### config.mk
export PLATFORM = sky130hd
export DESIGN_NAME = bla_subtractor_16bit_pipe
export DESIGN_NICKNAME = d
export VERILOG_FILES = /design/src/rtl/bla_subtractor_16bit_pipe.sv
export SDC_FILE = /design/constraint.sdc
export NUM_CORES = 1
export LEC_CHECK = 0
export CAP_MARGIN = 20
export CORE_ASPECT_RATIO = 0.75
export CORE_MARGIN = 2
export CORE_UTILIZATION = 34
export DETAILED_ROUTE_END_ITERATION = 8
export PLACE_DENSITY = 0.7
export SLEW_MARGIN = 30
export SYNTH_ARGS = -nofsm -noshare
export SYNTH_HDL_FRONTEND = slang
export SYNTH_SLANG_ARGS = --single-unit
### constraint.sdc
create_clock -name clk -period 6 [get_ports clk]
set_clock_uncertainty 0.2 [all_clocks]
set_input_delay 0.9 -clock clk [delete_from_list [all_inputs] [get_ports clk]]
set_output_delay 0.9 -clock clk [all_outputs]
set_load 0.1 [all_outputs]
### src/rtl/bla_subtractor_16bit_pipe.sv
// 16-bit borrow-lookahead subtractor, two register stages split
// after bit 7, valid/ready on both sides.
package bla_sub_pkg;

  typedef struct packed {
    logic [7:0] d_lo;
    logic       br8;
    logic [7:0] a_hi;
    logic [7:0] b_hi;
    logic       a15;
    logic       b15;
  } s1_t;

  typedef struct packed {
    logic [15:0] diff;
    logic        bout;
    logic        ovf;
    logic        zero;
  } s2_t;

endpackage

module bla_group4 (
  input  logic [3:0] a,
  input  logic [3:0] b,
  input  logic       br_in,
  output logic [3:0] d,
  output logic       br_out
);

  logic [3:0] g;
  logic [3:0] p;
  logic [4:1] br;

  assign g = ~a & b;
  assign p = ~(a ^ b);

  // two-level sum-of-products per borrow, no ripple
  assign br[1] = g[0]
               | (p[0] & br_in);
  assign br[2] = g[1]
               | (p[1] & g[0])
               | (p[1] & p[0] & br_in);
  assign br[3] = g[2]
               | (p[2] & g[1])
               | (p[2] & p[1] & g[0])
               | (p[2] & p[1] & p[0] & br_in);
  assign br[4] = g[3]
               | (p[3] & g[2])
               | (p[3] & p[2] & g[1])
               | (p[3] & p[2] & p[1] & g[0])
               | (p[3] & p[2] & p[1] & p[0] & br_in);

  assign d      = a ^ b ^ {br[3:1], br_in};
  assign br_out = br[4];

endmodule

module bla_lo_stage
  import bla_sub_pkg::*;
(
  input  logic        clk,
  input  logic        rst,
  input  logic        load,
  input  logic [15:0] a,
  input  logic [15:0] b,
  input  logic        bin,
  output s1_t         s1
);

  logic [7:0] d_lo;
  logic       br4;
  logic       br8;

  bla_group4 u_g0 (
    .a      (a[3:0]),
    .b      (b[3:0]),
    .br_in  (bin),
    .d      (d_lo[3:0]),
    .br_out (br4)
  );

  bla_group4 u_g1 (
    .a      (a[7:4]),
    .b      (b[7:4]),
    .br_in  (br4),
    .d      (d_lo[7:4]),
    .br_out (br8)
  );

  always_ff @(posedge clk) begin
    if (rst) begin
      s1 <= '0;
    end else if (load) begin
      s1.d_lo <= d_lo;
      s1.br8  <= br8;
      s1.a_hi <= a[15:8];
      s1.b_hi <= b[15:8];
      s1.a15  <= a[15];
      s1.b15  <= b[15];
    end
  end

endmodule

module bla_hi_stage
  import bla_sub_pkg::*;
(
  input  logic clk,
  input  logic rst,
  input  logic load,
  input  s1_t  s1,
  output s2_t  s2
);

  logic [7:0]  d_hi;
  logic        br12;
  logic        br16;
  logic [15:0] diff;

  bla_group4 u_g2 (
    .a      (s1.a_hi[3:0]),
    .b      (s1.b_hi[3:0]),
    .br_in  (s1.br8),
    .d      (d_hi[3:0]),
    .br_out (br12)
  );

  bla_group4 u_g3 (
    .a      (s1.a_hi[7:4]),
    .b      (s1.b_hi[7:4]),
    .br_in  (br12),
    .d      (d_hi[7:4]),
    .br_out (br16)
  );

  assign diff = {d_hi, s1.d_lo};

  always_ff @(posedge clk) begin
    if (rst) begin
      s2 <= '0;
    end else if (load) begin
      s2.diff <= diff;
      s2.bout <= br16;
      s2.ovf  <= (s1.a15 != s1.b15)
               & (diff[15] != s1.a15);
      s2.zero <= (diff == 16'h0000);
    end
  end

endmodule

module bla_subtractor_16bit_pipe
  import bla_sub_pkg::*;
(
  input  logic        clk,
  input  logic        rst,
  input  logic [15:0] a,
  input  logic [15:0] b,
  input  logic        bin,
  input  logic        in_valid,
  output logic        in_ready,
  output logic [15:0] diff,
  output logic        bout,
  output logic        ovf,
  output logic        zero,
  output logic        out_valid,
  input  logic        out_ready
);

  s1_t  s1;
  s2_t  s2;
  logic s1_valid;
  logic s2_adv;
  logic s1_adv;
  logic in_fire;

  assign s2_adv   = !out_valid | out_ready;
  assign s1_adv   = s1_valid & s2_adv;
  assign in_ready = !rst & (!s1_valid | s2_adv);
  assign in_fire  = in_valid & in_ready;

  bla_lo_stage u_lo (
    .clk  (clk),
    .rst  (rst),
    .load (in_fire),
    .a    (a),
    .b    (b),
    .bin  (bin),
    .s1   (s1)
  );

  bla_hi_stage u_hi (
    .clk  (clk),
    .rst  (rst),
    .load (s1_adv),
    .s1   (s1),
    .s2   (s2)
  );

  always_ff @(posedge clk) begin
    if (rst) begin
      s1_valid  <= 1'b0;
      out_valid <= 1'b0;
    end else begin
      if (in_fire)
        s1_valid <= 1'b1;
      else if (s1_adv)
        s1_valid <= 1'b0;
      if (s2_adv)
        out_valid <= s1_valid;
    end
  end

  assign diff = s2.diff;
  assign bout = s2.bout;
  assign ovf  = s2.ovf;
  assign zero = s2.zero;

endmodule

==> results.yml <==
layout:
  layout-drive-gt1-share: 0.0426
  final_util: 0.454
  antenna_cells: 0
  stdcell_count: 413
  n_fill_cell: 656
  area.sequential_um2: 921
  final_common_cell: "clkdlybuf4s50_1"
  fin_nets: 385
  final_cell_mix: "56 x clkdlybuf4s50_1, 48 x nand2_1, 46 x dfxtp_1"
  syn_to_final_growth_pct: 30.9
  multiInputGateArea_um2: 1260
route:
  vias: 2004
  post_drt_wl_per_cell_um: 12.4
  final_antenna_net_count: 0
  drt-total-wl_um: 5100
  first_iter_violations: 97
  routed_via_density: 4.85
  drc: 0
  first_pass_iters: 4
synth:
  yosysWarnings: 0
  yosys-top-cells-area: "dfxtp_1 39%, ha_1 8.6%, nand2_1 7.7%"
  yosys.cell_types.count: 34
  syn_inst: 275
  syn_area_per_cell_um2: 8.49
  yosysSeqAreaShare: 0.394
  ys_ff_latch: 46
  synth_area_um2: 2340
  synth_top_area_share: 0.394
  yosysTopAreaCell: "dfxtp_1"
  syn-num-nets: 332
timing:
  max_freq_ghz: 0.308
  fin_crit_ns: 3.25
  worst_pin_slew_ns: 0.982
  maxSlewViolCount: 0
  whs_ns: 0.258
  fin_setup_tns_ns: 0
  hold_violations: 0
  finalCritPeriodShare: 0.542
  maxSlewHeadroom: 0.343
  setup_viol: 0
  rsz0062_at_grt: "no"
critical_path:
  required_ns: 4.90
  cp_num_buf_inv: 3
  path_class: "in -> out"
  slowest_delay_ns: 0.40
  cp.arrival_ns: 2.15
  slowest_stage: "clkdlybuf4s50_1"
  path_cells: "clkdlybuf4s50_1 -> buf_4 -> a21oi_1 -> buf_4"
  critPathCaptureType: "primary output"
  crit_top_cell: "buf_4"
  cp_max_fo: 50
  critical_path.top_delay_family: "buffers and inverters"
  cp-start-kind: "input port"
place:
  portBuffers: 57
  routabilityCongestion: 0.854
  post-place-cells: 405
  place_hpwl_um: 3910
global_routing:
  globalRouteOverflowTotal: 0
  antenna_found_initial: 0
  grt_pass1_vias: 1923
  grt_pass1_wl_um: 8660
  grt_use_total: 0.145
  grt_start_max_net_pins: 51
floorplanning:
  pin_count: 58
  die_width_um: 99.7
  placementRows: 26
  dieArea_um2: 7560
  start_util: 0.347
  fp.dieH_um: 75.8
  core_um2: 6730
clock_tree:
  cts_sinks: 46
  path_clk_slew_ns: 0.08
  hold_buffers: 0
  htreeDepth: 2
  cts_setup_buffers: 0
  numCtsBuffers: 5
  clock-root-buffer: "clkbuf_8"
  cts_resized: 0
  ctsLongestPathBuffers: 2
  insertion_delay_ns: 0.29
  cts_tree: "yes"
outcome:
  status: "completed"
power_and_ir_drop:
  p_leak_nw: 1.24
  p_total_mw: 0.776
  power.density_nw_per_um2: 254
  max-vdd-ir-drop_mv: 0.0951
min_path:
  hold_path.class: "reg -> reg"
run:
  maxCapViolCount: 0
==> power by group <==
group / switching (mW) / leakage, nW / internal (mW)
sequential: 0.0149 / 0.379 / 0.329
combinational: 0.146 / 0.815 / 0.0926
clock: 0.100 / 0.0482 / 0.0931
total: 0.262 / 1.24 / 0.514
==> synth_stat cells <==
library cell,number
a211oi_1,8
a211oi_2,1
a21boi_0,1
a21o_1,4
a21oi_1,16
a311oi_1,1
a31o_2,2
and2_1,1
and3_1,1
and4b_1,1
buf_2,1
buf_6,2
clkbuf_1,10
dfxtp_1,46
dlygate4sd1_1,1
fa_1,4
ha_1,16
inv_1,22
nand2_1,48
nand2b_1,2
nand3_1,1
nand3b_1,16
nand4_1,2
nor2_1,18
nor2b_1,2
nor3_1,4
nor4_1,2
o2111ai_1,1
o21a_1,4
o21ai_0,13
o31ai_1,10
or3_1,2
xnor2_1,7
xor2_1,5
==> layer usage <==
| metal | vias up | wire (um) | track usage |
|---|---|---|---|
| met5 | - | 0 | 0 |
| met4 | 0 | 40 | 0.0365 |
| met3 | 5 | 274 | 0.0404 |
| met2 | 47 | 2180 | 0.231 |
| met1 | 912 | 2610 | 0.198 |
| li1 | 1040 | - | - |
==> final timing paths <==
kind	cells past startpoint	endpoint	slack, ns	start
max	4	in_ready	2.75	rst
min	2	u_hi.s2[9]	0.26	u_hi.s2[9]
max reg2reg	10	u_hi.s2[0]	3.36	u_lo.s1[13]
min reg2reg	2	u_hi.s2[9]	0.26	u_hi.s2[9]
==> registers in the layout, indices dropped and copies added, names as in the netlist <==
register	cells
out_valid	1
s1_valid	1
u_hi.s2	19
u_lo.s1	25
==> cell families after synthesis <==
logic type | Yosys count | synth area share
DFF | 46 | 0.394
AOI/OAI and AO/OA | 61 | 0.169
adders and majority gates | 20 | 0.120
buffers and inverters | 36 | 0.0670
and+or+nand+nor | 100 | 0.205
xor gates and xnor gates | 12 | 0.0450
==> stage by stage <==
step	instance area [um2]	setup WS, ns
floorplan	2340	2.39
global placement	2950	2.69
detailed placement	2970	2.62
CTS	3060	2.73
global route	3060	2.64
finish	3060	2.75
==> worst reg2reg max path: cells and delay by family (launching register included) <==
family	cells	cell delay [ns]
adders and majority gates	2	0.74
AOI/OAI and AO/OA	2	0.47
buffers and inverters	1	0.05
xor gates and xnor gates	1	0.17
and+or+nand+nor	4	0.62
DFF	1	0.31
==> cell type report <==
cell class              instances  share of cell area
multi-input cells             193               0.412
flip-flops and latches         46               0.301
repair buffers                 60               0.196
well taps                      84              0.0344
clock buffers                   7              0.0282
inverters                      22              0.0270
clock inverters                 1             0.00164
Power figures use the tool's default switching activity.
